[config.mk]
export PLATFORM = sky130hd
export DESIGN_NAME = golden_nonce_uart_tx_flat
export DESIGN_NICKNAME = d
export VERILOG_FILES = /design/src/rtl/golden_nonce_uart_tx_if.sv /design/src/rtl/golden_nonce_uart_tx.sv /design/src/flat_wrapper.sv
export SDC_FILE = /design/constraint.sdc
export NUM_CORES = 1
export LEC_CHECK = 0
export CAP_MARGIN = 20
export CORE_MARGIN = 2
export CORE_UTILIZATION = 24
export DETAILED_ROUTE_END_ITERATION = 8
export PLACE_DENSITY = 0.43
export SETUP_SLACK_MARGIN = 0.4
export SKIP_CTS_REPAIR_TIMING = 1
export SLEW_MARGIN = 20
export SYNTH_ARGS = -nofsm -noshare
export SYNTH_HDL_FRONTEND = slang
export SYNTH_SLANG_ARGS = --single-unit
[constraint.sdc]
create_clock -name hash_clk -period 7.3 [get_ports hash_clk]
set_input_delay 1.095 -clock hash_clk [delete_from_list [all_inputs] [get_ports hash_clk]]
set_output_delay 1.095 -clock hash_clk [all_outputs]
set_load 0.1 [all_outputs]
[src/rtl/golden_nonce_uart_tx_if.sv]
// Golden-nonce event bus from the miner core: a single-cycle valid pulse
// qualifying a 32-bit corrected nonce. There is no ready signal because the
// miner core cannot be stalled.
interface golden_nonce_uart_tx_if;
    logic        golden_valid;
    logic [31:0] golden_nonce;

    modport master (output golden_valid, output golden_nonce);
    modport slave  (input  golden_valid, input  golden_nonce);
endinterface

[src/rtl/golden_nonce_uart_tx.sv]
// Golden-nonce reporter. Queues nonces from the miner core in a small FIFO and
// sends each one as a framed byte stream, LSB byte first, on an 8N1 UART line.
// When the FIFO is full and nothing leaves it that cycle, the incoming nonce is
// dropped, counted in drop_count (saturating) and flagged on the sticky overflow.
// Optional build macro GOLDEN_NONCE_HEADER_EN prefixes every frame with the
// sync byte 0xA5, making frames five bytes long instead of four.
module golden_nonce_uart_tx #(
    parameter int DEPTH        = 8,
    parameter int CLKS_PER_BIT = 434
) (
    input  logic                     hash_clk,
    input  logic                     rst_n,
    golden_nonce_uart_tx_if.slave    nonce_if,
    input  logic                     clr_overflow,
    output logic                     tx,
    output logic                     busy,
    output logic [$clog2(DEPTH):0]   fifo_level,
    output logic                     overflow,
    output logic [7:0]               drop_count
);

    localparam int PW = $clog2(DEPTH);
    localparam int LW = PW + 1;
    localparam int CW = $clog2(CLKS_PER_BIT);
`ifdef GOLDEN_NONCE_HEADER_EN
    localparam logic [2:0] LAST_BYTE = 3'd4;
`else
    localparam logic [2:0] LAST_BYTE = 3'd3;
`endif

    typedef enum logic [1:0] {IDLE, START, DATA, STOP} state_t;

    state_t          state_q;
    logic [CW-1:0]   baud_q;
    logic [2:0]      bit_idx_q;
    logic [2:0]      byte_idx_q;
    logic [31:0]     word_q;
    logic            tx_q;

    logic [31:0]     mem [DEPTH];
    logic [PW-1:0]   wr_ptr_q;
    logic [PW-1:0]   rd_ptr_q;
    logic [LW-1:0]   level_q;
    logic [LW-1:0]   level_d;
    logic            busy_q;
    logic            overflow_q;
    logic [7:0]      drop_q;

    logic            empty;
    logic            full;
    logic            baud_done;
    logic            frame_end;
    logic            pop;
    logic            push;
    logic            drop;
    logic            going_idle;
    logic [1:0]      byte_sel;
    logic [7:0]      cur_byte;

    assign empty      = (level_q == '0);
    assign full       = (level_q == LW'(DEPTH));
    assign baud_done  = (baud_q == CW'(CLKS_PER_BIT - 1));
    assign frame_end  = (state_q == STOP) && baud_done && (byte_idx_q == LAST_BYTE);
    // The head leaves the FIFO either from IDLE or straight out of the last
    // stop bit, so consecutive frames run with no idle gap.
    assign pop        = !empty && ((state_q == IDLE) || frame_end);
    // A full FIFO still accepts a nonce when the head is popped that same cycle.
    assign push       = nonce_if.golden_valid && (!full || pop);
    assign drop       = nonce_if.golden_valid && full && !pop;
    assign going_idle = empty && ((state_q == IDLE) || frame_end);

    // Next occupancy from the push/pop pair of this cycle.
    always_comb begin
        // NOTE: every combinational output gets a default first so no path leaves it unassigned (no latch).
        level_d = level_q;
        case ({push, pop})
            2'b10:   level_d = level_q + LW'(1);
            2'b01:   level_d = level_q - LW'(1);
            default: level_d = level_q;
        endcase
    end

    // Select the byte currently on the wire from the captured nonce.
    always_comb begin
`ifdef GOLDEN_NONCE_HEADER_EN
        byte_sel = 2'(byte_idx_q - 3'd1);
        cur_byte = (byte_idx_q == 3'd0) ? 8'hA5 : 8'(word_q >> {byte_sel, 3'b000});
`else
        byte_sel = byte_idx_q[1:0];
        cur_byte = 8'(word_q >> {byte_sel, 3'b000});
`endif
    end

    // FIFO storage write port.
    // NOTE: the storage array is not reset; the pointers and level define which entries are valid.
    always_ff @(posedge hash_clk) begin
        if (push) begin
            mem[wr_ptr_q] <= nonce_if.golden_nonce;
        end
    end

    // FIFO pointers, occupancy and the registered busy flag.
    // NOTE: sequential state uses non-blocking assignments so every register samples pre-edge values.
    always_ff @(posedge hash_clk or negedge rst_n) begin
        if (!rst_n) begin
            wr_ptr_q <= '0;
            rd_ptr_q <= '0;
            level_q  <= '0;
            busy_q   <= 1'b0;
        end else begin
            if (push) wr_ptr_q <= wr_ptr_q + PW'(1);
            if (pop)  rd_ptr_q <= rd_ptr_q + PW'(1);
            level_q <= level_d;
            busy_q  <= !going_idle || (level_d != '0);
        end
    end

    // Drop accounting; a drop in the same cycle as a clear wins.
    always_ff @(posedge hash_clk or negedge rst_n) begin
        if (!rst_n) begin
            overflow_q <= 1'b0;
            drop_q     <= 8'd0;
        end else if (drop) begin
            overflow_q <= 1'b1;
            if (clr_overflow)         drop_q <= 8'd1;
            else if (drop_q != 8'hFF) drop_q <= drop_q + 8'd1;
        end else if (clr_overflow) begin
            overflow_q <= 1'b0;
            drop_q     <= 8'd0;
        end
    end

    // UART framing FSM; tx is registered from the current state, so it trails the state by one cycle.
    always_ff @(posedge hash_clk or negedge rst_n) begin
        if (!rst_n) begin
            state_q    <= IDLE;
            baud_q     <= '0;
            bit_idx_q  <= '0;
            byte_idx_q <= '0;
            word_q     <= '0;
            tx_q       <= 1'b1;
        end else begin
            case (state_q)
                IDLE: begin
                    tx_q   <= 1'b1;
                    baud_q <= '0;
                    if (pop) begin
                        word_q     <= mem[rd_ptr_q];
                        byte_idx_q <= '0;
                        state_q    <= START;
                    end
                end
                START: begin
                    tx_q <= 1'b0;
                    if (baud_done) begin
                        baud_q    <= '0;
                        bit_idx_q <= '0;
                        state_q   <= DATA;
                    end else begin
                        baud_q <= baud_q + CW'(1);
                    end
                end
                DATA: begin
                    tx_q <= cur_byte[bit_idx_q];
                    if (baud_done) begin
                        baud_q <= '0;
                        if (bit_idx_q == 3'd7) state_q   <= STOP;
                        else                   bit_idx_q <= bit_idx_q + 3'd1;
                    end else begin
                        baud_q <= baud_q + CW'(1);
                    end
                end
                STOP: begin
                    tx_q <= 1'b1;
                    if (baud_done) begin
                        baud_q <= '0;
                        if (byte_idx_q != LAST_BYTE) begin
                            byte_idx_q <= byte_idx_q + 3'd1;
                            state_q    <= START;
                        end else if (pop) begin
                            word_q     <= mem[rd_ptr_q];
                            byte_idx_q <= '0;
                            state_q    <= START;
                        end else begin
                            state_q <= IDLE;
                        end
                    end else begin
                        baud_q <= baud_q + CW'(1);
                    end
                end
                default: state_q <= IDLE;
            endcase
        end
    end

    assign tx         = tx_q;
    assign busy       = busy_q;
    assign fifo_level = level_q;
    assign overflow   = overflow_q;
    assign drop_count = drop_q;

endmodule

[src/flat_wrapper.sv]
// flat-port wrapper written by rule: the top's interface ports become plain ports
module golden_nonce_uart_tx_flat 
#(
    parameter int DEPTH        = 8,
    parameter int CLKS_PER_BIT = 434
)
  (hash_clk, rst_n, clr_overflow, tx, busy, fifo_level, overflow, drop_count, nonce_if_golden_valid, nonce_if_golden_nonce);
  golden_nonce_uart_tx_if nonce_if_i ();
  input  logic hash_clk;
  input  logic rst_n;
  input  logic clr_overflow;
  output logic tx;
  output logic busy;
  output logic [$clog2(DEPTH):0] fifo_level;
  output logic overflow;
  output logic [7:0] drop_count;
  input wire logic [$bits(nonce_if_i.golden_valid)-1:0] nonce_if_golden_valid;
  input wire logic [$bits(nonce_if_i.golden_nonce)-1:0] nonce_if_golden_nonce;
  assign nonce_if_i.golden_valid = nonce_if_golden_valid;
  assign nonce_if_i.golden_nonce = nonce_if_golden_nonce;
  golden_nonce_uart_tx #(.DEPTH(DEPTH), .CLKS_PER_BIT(CLKS_PER_BIT)) u_core (.hash_clk(hash_clk), .rst_n(rst_n), .nonce_if(nonce_if_i), .clr_overflow(clr_overflow), .tx(tx), .busy(busy), .fifo_level(fifo_level), .overflow(overflow), .drop_count(drop_count));
endmodule
==> run metrics, run 1 <==
final RePlAce weighted congestion=0.6940; Crit. Startpoint=u_core.fifo_level[1]$_DFF_PN0_; gr busiest metal=met2; Primary FF master, synth=edfxtp_1; Compound-Gate Fraction of Synth Area=2.843%; Adder-Cell Fraction of Synth Area=1.340%; met2 usage=16.87%; Final Hold Vio Count=0; CP Class=reg -> out; core box area=0.05381 mm2; R2R cell count=7; Critical Path Start Type=flop; max cap viols=0; Synth top area share=58.82%; Stages on worst setup path=1; Critical R2R Launch=u_core.byte_idx_q[0]$_DFFE_PN0P_; dominant cell type by area after synthesis=edfxtp_1; CP max stage cell=clkdlybuf4s50_1; Final Cycle Share=46.85%; CP delay by family, top=buffers and inverters; TritonCTS clock tree=yes; GR Layer Usage met3=2.009%; RSZ-0062 raised after global routing=no; fin nets=834; Synth Area in Simple Gates=4.978%; WP data arrival=2.33 ns; CTS buffer count=38; largest family of logic cells by synthesized area=multiplexers; grt ovf=0; DP Wirelength=16820 um; Syn Std Cell Area=0.01307 mm2; GRT Overall Usage=10.50%; Final setup viols=0; register area share after synthesis=72.23%; XOR/XNOR share of the synthesized area=1.206%; clk_skew=0.02642 ns; DIE HEIGHT=237.4 um; mux share of post-synthesis cell area=15.88%; crit-path cells=clkdlybuf4s50_1; Avg Cell Area, Syn=18.36 um2; Worst VDD drop=0.1500 mV; Routed Antenna Nets=0; clk slew on worst S/H paths=0.06 ns; CP max stage delay=1.23 ns; initial antenna violation count=0; status=finished clean; P per Cell Area=394.8 mW/mm2; FF-to-FF End=u_core.mem[7][5]$_DFFE_PP_; Yosys reg bits=326; diode count=0; first-pass GRT wire length=44130 um; PortBufs=50; via/cell ratio=4.304; worst-skew pair later-pin latency=0.56 ns; clk root buf=clkbuf_16; Finished Core Util=29.22%; TritonRoute pass-1 iters=4; vias in the first global route=6903; H-Tree Depth=2; f_max=0.2924 GHz; final hold slack=0.5181 ns; Register-to-Register Setup Slack=3.97 ns; Max Slew Vio Count=0; largest net degree at the start of global routing=71; FP Rows=85; Synth area leaders=edfxtp_1, dfrtp_1, mux4_2; drc violations=0; WP buf/inv=1; Tmin final=3.420 ns; YS warnings=0; fraction of registers with async set or reset after synthesis=21.47%; I/O pin count=51; count of distinct cell types in the synthesized netlist=55; Tightest Hold Check Type=reg -> reg; CP max FO=10; slew at the pin closest to its max-slew limit=1.011 ns; Initial Util=24.29%; CP Capture Type=output port; CTS sink cnt=326; Avg WL per Cell=19.11 um; starting DRC count in detailed routing=395; routing usage on met1=14.18%; Clock Path Buffers=3; CP required=6.20 ns; via count=6494; leakage dissipation=5.235 nW; share of cells above drive strength 1=21.65%; synthesized instance count=712; DRT Wirelength=28840 um; Critical Path Sink=fifo_level[1]; Fillers=5333; die width=237.4 um; setup TNS=0 ns; syn_nets=762; Die ar.=0.05634 mm2; area grow syn2layout=20.32%; Relative slew margins=32.41%; number of synthesized flops with an enable pin=256
## through the flow
step | std cells | area, um2 | total power, W | setup slack (ns)
final | 1509 | 15730 | 0.006209 | 3.880
after global routing | 1509 | 15730 | 0.006570 | 3.663
after CTS | 1509 | 15730 | 0.006352 | 3.800
after detailed placement | 1440 | 14460 | 0.004414 | 3.409
after global placement | 1440 | 14460 | 0.004399 | 3.425
after floorplan | 712 | 13070 | 0.003850 | 1.777
## power breakdown
part	internal (W)	leakage (nW)	total [W]	switching [W]
clock	0.00114	0.629	0.00190	0.000755
sequential	0.00238	3.17	0.00260	0.000228
combinational	0.000737	1.44	0.00171	0.000969
## layout make-up
| class | instances | area, um2 | share of cell area [%] |
|---|---|---|---|
| Inverter | 9 | 33.78 | 0.2148 |
| Timing Repair Buffer | 67 | 625.6 | 3.978 |
| Clock buffer | 56 | 1120 | 7.121 |
| Tap cell | 696 | 870.8 | 5.537 |
| Multi-Input combinational cell | 342 | 3483 | 22.15 |
| Clock inverter | 13 | 146.4 | 0.9309 |
| Sequential cell | 326 | 9447 | 60.07 |
## cell usage in the layout, fill, tap and decap left out, drive strengths merged, types with 4 or more instances in the layout
| cell type | instances |
|---|---|
| edfxtp | 256 |
| nand4 | 5 |
| ha | 14 |
| nor4 | 4 |
| inv | 11 |
| clkdlybuf4s50 | 49 |
| buf | 18 |
| nor3 | 11 |
| o21ai | 9 |
| dfrtp | 69 |
| xnor2 | 14 |
| nand3 | 8 |
| nor2 | 61 |
| mux4 | 72 |
| xor2 | 4 |
| nand2 | 23 |
| mux2 | 5 |
| mux2i | 39 |
| clkinv | 9 |
| clkbuf | 56 |
| a21oi | 40 |
## layer usage
layer	vias up	part of all wire, %
met2	101	48
met3	46	4.0
met1	3367	46
met4	0	2.4
met5	-	0
li1	2980	-
## cell families (layout without fill, tap and decap cells)
logic type / Yosys count / in the layout
multiplexers: 116 / 116
flip-flops: 326 / 326
AND/OR/NAND/NOR: 130 / 130
XOR/XNOR: 18 / 18
buffers and inverters: 44 / 145
AO/OA/AOI/OAI: 64 / 64
adder cells (fa/ha/maj): 14 / 14
## cells in the mapped netlist, types with 3 or more instances
master,number
a31oi_1,3
ha_1,14
mux2i_1,38
mux2_2,4
inv_1,9
nor2_1,59
nor4_1,3
edfxtp_1,256
mux4_2,72
nor3_1,11
nand3_1,8
xor2_1,4
xnor2_1,14
dfrtp_1,69
nand2_1,23
buf_2,11
o21ai_0,8
a21oi_1,39
clkbuf_1,18
nand4_1,5
## worst min path at each step
| stage | start | cells after the start | end |
|---|---|---|---|
| 6_report | u_core.baud_q[0]$_DFF_PN0_ | 1 | u_core.baud_q[0]$_DFF_PN0_ |
| 5_1_grt | u_core.word_q[26]$_DFFE_PN0P_ | 2 | u_core.word_q[26]$_DFFE_PN0P_ |
| 4_1_cts | u_core.baud_q[0]$_DFF_PN0_ | 1 | u_core.baud_q[0]$_DFF_PN0_ |
| 3_5_place_dp | u_core.baud_q[0]$_DFF_PN0_ | 1 | u_core.baud_q[0]$_DFF_PN0_ |
| 3_3_place_gp | u_core.word_q[14]$_DFFE_PN0P_ | 2 | u_core.word_q[14]$_DFFE_PN0P_ |
| 2_1_floorplan | u_core.baud_q[0]$_DFF_PN0_ | 1 | u_core.baud_q[0]$_DFF_PN0_ |
## sequential cells by signal (all words and copies together), names as in the netlist
name,flops
u_core.baud_q,9
u_core.bit_idx_q,3
u_core.busy,1
u_core.byte_idx_q,3
u_core.drop_count,8
u_core.fifo_level,4
u_core.mem,256
u_core.overflow,1
u_core.rd_ptr_q,3
u_core.state_q,2
u_core.tx,1
u_core.word_q,32
u_core.wr_ptr_q,3
Power figures use the tool's default switching activity.
==> run 2: changes to the inputs <==
PLACE_DENSITY = 0.45   (was 0.43)
clock period = 2.8 ns   (was 7.3 ns; I/O delays follow)
==> run metrics, run 2 (synthesis results as in run 1) <==
CP required=3.06 ns (-3.14 ns); Tightest Hold Check Type=in -> async; clk root buf=clkbuf_16; placed cells=1455 (+1.0%); DP Wirelength=17720 um (+5.3%); clk slew on worst S/H paths=0.06 ns (about the same); first-pass GRT wire length=45020 um (+2.0%); CP max FO=6 (-4); PortBufs=50 (unchanged); most frequent cells in the layout=edfxtp_1, mux4_2, dfrtp_1, nor2_1; TritonRoute pass-1 iters=6 (+2); P per Cell Area=1028 mW/mm2 (+160%); vias in the first global route=6997 (+1.4%); fin nets=855 (+2.5%); Final setup viols=0 (unchanged); Critical Path Start Type=flop; slew at the pin closest to its max-slew limit=0.6706 ns (-0.3400 ns); Max Slew Vio Count=0 (unchanged); CP Capture Type=flop; H-Tree Depth=2 (unchanged); max cap viols=0 (unchanged); Tmin final=2.355 ns; DRT Wirelength=28940 um (+0.32%); via/cell ratio=4.310 (+0.14%); Avg WL per Cell=18.90 um (-1.1%); CTS sink cnt=326 (unchanged); Non-Filler Instances=1531 (+1.5%); final RePlAce weighted congestion=0.7044 (+1.5%); leakage dissipation=5.414 nW (+3.4%); top flop regs=u_core.mem (256), u_core.word_q (32), u_core.baud_q (9); area grow syn2layout=23.48%; R2R cell count=9 (+2); drc violations=0 (unchanged); max reg flops=256 (unchanged); Critical R2R Launch=u_core.baud_q[1]$_DFF_PN0_; GRT Overall Usage=10.61% (+0.10 points); I/O pin count=51 (unchanged); FP Rows=85 (unchanged); starting DRC count in detailed routing=436 (+10%); core box area=0.05381 mm2 (unchanged); part of the power in registers=40.8% (-1.1 points); die width=237.4 um (unchanged); Final Hold Vio Count=0 (unchanged); Clock Path Buffers=3 (unchanged); clock share of power=29.8% (-0.8 points); Gate power share=29.3% (+1.8 points); via count=6598 (+1.6%); Routed Antenna Nets=0 (unchanged); Largest Register=u_core.mem; Die ar.=0.05634 mm2 (unchanged); TritonCTS clock tree=yes; WP data arrival=2.62 ns (+0.29 ns); CP Class=reg -> reg; diode count=0 (unchanged); status=finished clean; f_max=0.4246 GHz; Relative slew margins=55.29% (+23 points); share of cells above drive strength 1=25.99% (+4.3 points); total power=0.01658 W (+170%); CTS buffer count=38 (unchanged); Pint=0.01137 W (+170%); Register-to-Register Setup Slack=0.45 ns (-3.52 ns); worst-skew pair later-pin latency=0.57 ns (about the same); Initial Util=24.29% (unchanged); RSZ-0062 raised after global routing=yes; grt ovf=0 (unchanged); clk_skew=0.02854 ns (+0.002119 ns); Net Sw Power=0.005216 W (+170%); FF-to-FF End=u_core.mem[3][12]$_DFFE_PP_; initial antenna violation count=1 (+1); Worst VDD drop=0.5389 mV (+260%); sw frac=31.45% (about the same); most common cell after layout, fill and taps aside=edfxtp_1; DIE HEIGHT=237.4 um (unchanged); largest net degree at the start of global routing=65 (-8.5%); Final Cycle Share=84.10%
[run 2: layout make-up]
cell class | instances | area (um2)
fillers | 5289 | 37670
flip-flops and latches | 326 | 9463
multi-input cells | 342 | 3597
clock buffers | 57 | 1072
repair buffers | 88 | 923.4
well taps | 696 | 870.8
clock inverters | 13 | 178.9
inverters | 9 | 33.78
[run 2: power groups by stage]
stage | Sequential, W | Combinational [W] | Clock, W
after global routing | 0.00689 | 0.00536 | 0.00532
final | 0.00677 | 0.00486 | 0.00495
after floorplan | 0.00688 | 0.00325 | 0
after global placement | 0.00685 | 0.00495 | 0
after detailed placement | 0.00687 | 0.00497 | 0
after CTS | 0.00679 | 0.00498 | 0.00513
[run 2: routing by layer]
metal,track usage [%],up-vias,wire [um]
met4,3.640,2,629
li1,-,3010,-
met1,13.91,3426,12840
met5,0,-,11
met3,2.230,46,1264
met2,17.45,114,14190
[run 2: metrics by stage]
stage / setup TNS, ns / hold WS (ns) / setup WS (ns) / cell area [um2] / util, %
after floorplan: -0.4169 / 0.1244 / -0.01303 / 13200 / -
after CTS: 0 / -0.1062 / 0.04512 / 16010 / 29.75
after global placement: 0 / 0.4985 / 0.08156 / 14760 / 27.43
final: 0 / 0.4414 / 0.4451 / 16140 / 29.99
after global routing: 0 / 0.4871 / 0.3577 / 16140 / 29.99
after detailed placement: 0 / 0.5077 / 0.05524 / 14760 / 27.43
[run 2: worst max-delay path by stage]
stage	from	endpoint	slack (ns)	cells after the start
2_1_floorplan	u_core.baud_q[1]$_DFF_PN0_	u_core.mem[4][0]$_DFFE_PP_	-0.01	6
3_3_place_gp	u_core.baud_q[1]$_DFF_PN0_	u_core.mem[3][12]$_DFFE_PP_	0.08	8
3_5_place_dp	u_core.baud_q[1]$_DFF_PN0_	u_core.mem[3][13]$_DFFE_PP_	0.06	8
4_1_cts	u_core.baud_q[1]$_DFF_PN0_	u_core.mem[5][26]$_DFFE_PP_	0.05	8
5_1_grt	u_core.baud_q[1]$_DFF_PN0_	u_core.mem[3][12]$_DFFE_PP_	0.36	9
6_report	u_core.baud_q[1]$_DFF_PN0_	u_core.mem[3][12]$_DFFE_PP_	0.45	9
[run 2: critical path: stages, from the launching register on]
cell	delay (ns)
dfrtp_1	0.41
inv_1	0.07
ha_1	0.17
and4b_4	0.30
nand3_4	0.11
a21oi_4	0.26
nand2_4	0.14
nor3b_4	0.33
buf_6	0.16
buf_6	0.12
